$ cat src/rtl/demux_dispatch.sv
// FIFO dispatcher that feeds a 1-to-4 demux: one registered Enable pulse per delivered nibble.
// Optional head-drop on stall timeout is enabled by defining DEMUX_DISPATCH_DROP_EN.
module demux_dispatch #(
  parameter int unsigned DEPTH       = 4,
  parameter int unsigned STALL_LIMIT = 15
) (
  input  logic       clk,
  input  logic       reset,
  input  logic [3:0] In_Data,
  input  logic [1:0] In_Dest,
  input  logic       In_Valid,
  output logic       In_Ready,
  input  logic [3:0] Dest_Ready,
  output logic [3:0] Out_Data,
  output logic [1:0] Sel_DeMux,
  output logic       Enable,
  output logic       Drop,
  output logic [3:0] Count
);

  localparam int unsigned PTR_W   = $clog2(DEPTH);
  localparam int unsigned CNT_W   = 4;
  localparam int unsigned STALL_W = 8;
  localparam logic [STALL_W-1:0] STALL_MAX = '1;
  localparam logic [STALL_W-1:0] STALL_HIT = STALL_W'(STALL_LIMIT - 1);
  localparam logic [CNT_W-1:0]   DEPTH_C   = CNT_W'(DEPTH);
`ifdef DEMUX_DISPATCH_DROP_EN
  localparam bit DROP_ON = 1'b1;
`else
  localparam bit DROP_ON = 1'b0;
`endif

  typedef enum logic [1:0] {
    S_IDLE    = 2'd0,
    S_ISSUE   = 2'd1,
    S_BLOCKED = 2'd2
  } state_t;

  state_t r_state, w_state_nxt;

  logic [3:0]         r_mem_data [DEPTH];
  logic [1:0]         r_mem_dest [DEPTH];
  logic [PTR_W-1:0]   r_wr_ptr, r_rd_ptr;
  logic [CNT_W-1:0]   r_count, w_count_nxt;
  logic [STALL_W-1:0] r_stall, w_stall_nxt;
  logic               r_in_ready, r_enable, r_drop;
  logic [3:0]         r_out_data, w_out_data_nxt;
  logic [1:0]         r_sel, w_sel_nxt;
  logic               w_active, w_head_rdy, w_push, w_deliver, w_drop, w_pop;

  // Next-state, occupancy, stall and output decode
  always_comb begin
    w_state_nxt    = r_state;
    w_count_nxt    = r_count;
    w_stall_nxt    = r_stall;
    w_out_data_nxt = '0;
    w_sel_nxt      = '0;

    w_active   = (r_state != S_IDLE);
    w_head_rdy = Dest_Ready[r_mem_dest[r_rd_ptr]];
    w_push     = In_Valid && r_in_ready;
    w_deliver  = w_active && w_head_rdy;
    w_drop     = DROP_ON && (r_state == S_BLOCKED) && !w_head_rdy && (r_stall >= STALL_HIT);
    w_pop      = w_deliver || w_drop;

    case ({w_push, w_pop})
      2'b10:   w_count_nxt = r_count + CNT_W'(1);
      2'b01:   w_count_nxt = r_count - CNT_W'(1);
      default: w_count_nxt = r_count;
    endcase

    if (w_pop)
      w_stall_nxt = '0;
    else if ((r_state == S_BLOCKED) && (r_stall != STALL_MAX))
      w_stall_nxt = r_stall + STALL_W'(1);

    if (w_deliver) begin
      w_out_data_nxt = r_mem_data[r_rd_ptr];
      w_sel_nxt      = r_mem_dest[r_rd_ptr];
    end

    // A new head (after any pop or first push) always starts in ISSUE
    case (r_state)
      S_IDLE:    if (w_push) w_state_nxt = S_ISSUE;
      S_ISSUE,
      S_BLOCKED: begin
        if (w_count_nxt == '0)
          w_state_nxt = S_IDLE;
        else if (w_pop)
          w_state_nxt = S_ISSUE;
        else
          w_state_nxt = S_BLOCKED;
      end
      default:   w_state_nxt = S_IDLE;
    endcase
  end

  always_ff @(posedge clk) begin
    if (reset) r_state <= S_IDLE;
    else       r_state <= w_state_nxt;
  end

  always_ff @(posedge clk) begin
    if (reset) begin
      r_wr_ptr   <= '0;
      r_rd_ptr   <= '0;
      r_count    <= '0;
      r_stall    <= '0;
      r_in_ready <= 1'b1;
      r_enable   <= 1'b0;
      r_drop     <= 1'b0;
      r_out_data <= '0;
      r_sel      <= '0;
    end else begin
      if (w_push) r_wr_ptr <= r_wr_ptr + PTR_W'(1);
      if (w_pop)  r_rd_ptr <= r_rd_ptr + PTR_W'(1);
      r_count    <= w_count_nxt;
      r_stall    <= w_stall_nxt;
      r_in_ready <= (w_count_nxt < DEPTH_C);
      r_enable   <= w_deliver;
      r_drop     <= w_drop;
      r_out_data <= w_out_data_nxt;
      r_sel      <= w_sel_nxt;
    end
  end

  // Queue storage needs no reset; occupancy and pointers define validity
  always_ff @(posedge clk) begin
    if (w_push) begin
      r_mem_data[r_wr_ptr] <= In_Data;
      r_mem_dest[r_wr_ptr] <= In_Dest;
    end
  end

  assign In_Ready  = r_in_ready;
  assign Out_Data  = r_out_data;
  assign Sel_DeMux = r_sel;
  assign Enable    = r_enable;
  assign Drop      = r_drop;
  assign Count     = r_count;

endmodule

$ cat config.mk
export PLATFORM = sky130hd
export DESIGN_NAME = demux_dispatch
export DESIGN_NICKNAME = d
export VERILOG_FILES = /design/src/rtl/demux_dispatch.sv
export SDC_FILE = /design/constraint.sdc
export NUM_CORES = 1
export LEC_CHECK = 0
export BUFFER_PORTS_ARGS = -buffer_cell sky130_fd_sc_hd__buf_4
export CAP_MARGIN = 20
export CORE_MARGIN = 2
export CORE_UTILIZATION = 40
export DETAILED_ROUTE_END_ITERATION = 8
export GPL_TIMING_DRIVEN = 0
export SYNTH_ARGS = -nofsm -noshare
export SYNTH_HDL_FRONTEND = slang
export SYNTH_SLANG_ARGS = --single-unit
$ cat constraint.sdc
create_clock -name clk -period 4.2 [get_ports clk]
set_clock_uncertainty 0.05 [all_clocks]
set_input_delay 0.84 -clock clk [delete_from_list [all_inputs] [get_ports clk]]
set_output_delay 0.84 -clock clk [all_outputs]
set_load 0.05 [all_outputs]
==> impl_metrics.csv <==
group,metric,value,unit
run_status,outcome,"completed",
detailed_routing,drt_wl_total,3.28,mm
finish,layout_commonest_cell,"buf_4",
clock_tree,ctsResizeCount,0,
placed_design,dp_hpwl,2.40,mm
yosys,ys_seq_area_frac,0.601,
detailed_routing,routed-via-count,1113,
yosys,syn_nets,160,
yosys,synth_top_family_by_area,"simple AND/OR/NAND/NOR gates",
timing,drv_slew,0,
timing,period_needed,3.70,ns
yosys,synthMuxAreaShare,0.108,
timing,worstMarginPinSlew,0.614,ns
clock_tree,cts_tree,"built",
pwr,max-vdd-ir-drop,280,uV
die,num_io_pins,26,
yosys,synth_area_per_cell,13.5,um2
setup_path,cp.required,4.31,ns
detailed_routing,drtIter0Drc,52,
detailed_routing,avgRoutedWirePerCell,14.8,um
global_routing,grt_pass1_wl,5.32,mm
global_routing,grt_usage,0.140,
finish,stdcell_area,2220,um2
clock_tree,cts_buffers,5,
detailed_routing,ant_nets,0,
finish,area.growth.synth_to_final,18.9,%
setup_path,cp.arrival,3.81,ns
finish,drive_gt1_frac,0.253,
timing,hold_viol_final,0,
clock_tree,htreeDepth,2,
timing,setup_violations,0,
placed_design,place.gp.congestion,0.833,
clock_tree,clk_latency,0.29,ns
setup_path,end_kind,"flop",
yosys,synth_xor_area_frac,0.0369,
finish,num_antenna_cells,0,
detailed_routing,drt_first_pass_iters,4,
global_routing,grt_max_degree,14,
yosys,yosysTopAreaCellShare,0.386,
pwr,p_leak,0.910,nW
finish,final_cells,222,
setup_path,critPathLaunchType,"flop",
setup_path,path_max_fanout,8,
yosys,yosys_warnings,0,
clock_tree,clkSlewWorstSetupHoldPaths,0.08,ns
die,die_w,72.3,um
yosys,yosysTopAreaCell,"edfxtp_1",
placed_design,pre_cts_ws,0.477,ns
timing,relSlewSlack,0.585,
yosys,yosysUniqueCellTypes,32,
die,die_h,72.3,um
yosys,synthCells,138,
clock_tree,cts_sinks,44,
timing,whs,0.454,ns
setup_path,critPathKind,"flop to flop",
timing,fin_tns_setup,0,ns
placed_design,port_buffers,24,
die,num_rows,24,
finish,final_cell_mix,"buf_4, edfxtp_1, dfxtp_1",
global_routing,grt_pass1_vias,1107,
clock_tree,max-clock-path-buffers,2,
run,cap_violations,0,
yosys,synth_simple_gate_area_frac,0.132,
die,die-area,5230,um2
yosys,synthAdderAreaFrac,0.0604,
pwr,power_density,654,nW/um2
global_routing,antenna_found_initial,0,
die,core,4410,um2
placed_design,place_area,2110,um2
worst_hold_path,min_path_type,"flop to flop",
yosys,synth_compound_area_frac,0.0376,
global_routing,grt_overflow,0,
detailed_routing,vias_per_cell,5.01,
detailed_routing,drc,0,
clock_tree,cts_hold_buf,0,
placed_design,dp.cells,214,
yosys,ys_seq_elements,44,
finish,fillerInstances,396,
yosys,synth.area.top_cells,"edfxtp_1, dfxtp_1, mux4_2, ha_1, nor2_1",
timing,finalCritPeriodShare,0.881,
die,start_util,0.423,
finish,nNetsFinal,191,
timing,rsz0062_at_grt,"no",
yosys,syn-cell-area,1870,um2
timing,max_freq,270,MHz
clock_tree,cts_setup_buffers,0,
timing,fin_ws,0.499,ns
clock_tree,clock-root-buffer,"clkbuf_8",
-- Yosys cell counts --
master     n
edfxtp_1  24
dfxtp_1   20
nor2_1    15
ha_1       9
and3_1     8
nand2_1    7
inv_1      6
mux4_2     6
a21oi_1    5
mux2i_1    4
nand3_1    4
nor2b_1    4
xnor2_1    3
xor2_1     3
clkbuf_1   2
nor3b_1    2
a32oi_1    1
and3b_1    1
buf_1      1
buf_4      1
conb_1     1
mux4_1     1
nand2b_1   1
nand3b_1   1
nor2b_4    1
nor4b_1    1
o21ai_0    1
o21ba_2    1
o31ai_2    1
o32ai_1    1
or3b_2     1
xnor2_2    1
-- power breakdown --
part / total (W) / internal (W) / switching (W)
logic: 0.000555 / 0.000224 / 0.000330
registers: 0.000580 / 0.000527 / 0.0000528
clock network: 0.000315 / 0.000177 / 0.000138
total: 0.00145 / 0.000928 / 0.000521
-- kinds of logic (layout without fill, tap and decap cells) --
family,Yosys count,count (layout)
buf+inv,10,42
other cells,1,1
mux,11,11
compound gates,10,10
xor+xnor,7,7
simple gates,46,46
flops,44,44
fa+ha+maj,9,9
-- critical path: stages (launching register included) --
cell     delay, ns
dfxtp_1       0.38
mux4_2        0.57
mux4_2        0.54
nor2b_4       0.19
ha_1          0.25
xor2_1        0.18
ha_1          0.19
a21oi_1       0.14
mux2i_1       0.23
xnor2_1       0.10
nor4b_1       0.57
o32ai_1       0.16
-- worst paths after layout --
check / start / to / slack, ns / depth (start not counted)
min: r_wr_ptr[1] / r_wr_ptr[1] / 0.45 / 2
min reg2reg: r_wr_ptr[1] / r_wr_ptr[1] / 0.45 / 2
max reg2reg: flop / r_state[0] / 0.50 / 11
max: flop / r_state[0] / 0.50 / 11
-- sequential cells by signal (all words and copies together) (netlist names), 2 cells and up, named ones only --
| signal | count |
|---|---|
| r_state | 2 |
| Sel_DeMux | 2 |
| Count | 4 |
| r_wr_ptr | 2 |
| r_rd_ptr | 2 |
| r_mem_dest | 8 |
| r_mem_data | 16 |
| Out_Data | 4 |
-- per-layer routing --
metal / GRT usage / vias up / part of all wire
met3: 0.0500 / 6 / 0.050
li1: - / 553 / -
met2: 0.224 / 24 / 0.49
met1: 0.174 / 530 / 0.44
met4: 0.0524 / 0 / 0.014
met5: 0 / - / 0
-- final cells by class --
cell class | count | area [um2] | area share
clock buffers | 6 | 72.6 | 0.0327
multi-input cells | 84 | 703 | 0.317
repair buffers | 24 | 180 | 0.0812
plain buffers | 4 | 18.8 | 0.00846
well taps | 52 | 65.1 | 0.0293
inverters | 6 | 22.5 | 0.0102
flip-flops and latches | 44 | 1120 | 0.505
clock inverters | 2 | 35.0 | 0.0158
-- through the flow --
| step | utilization | total power, W |
|---|---|---|
| 2_1_floorplan | - | 0.00101 |
| 3_3_place_gp | 0.478 | 0.00113 |
| 3_5_place_dp | 0.478 | 0.00115 |
| 4_1_cts | 0.503 | 0.00147 |
| 5_1_grt | 0.503 | 0.00154 |
| 6_report | 0.503 | 0.00145 |
(Power assumes the default switching activity.)
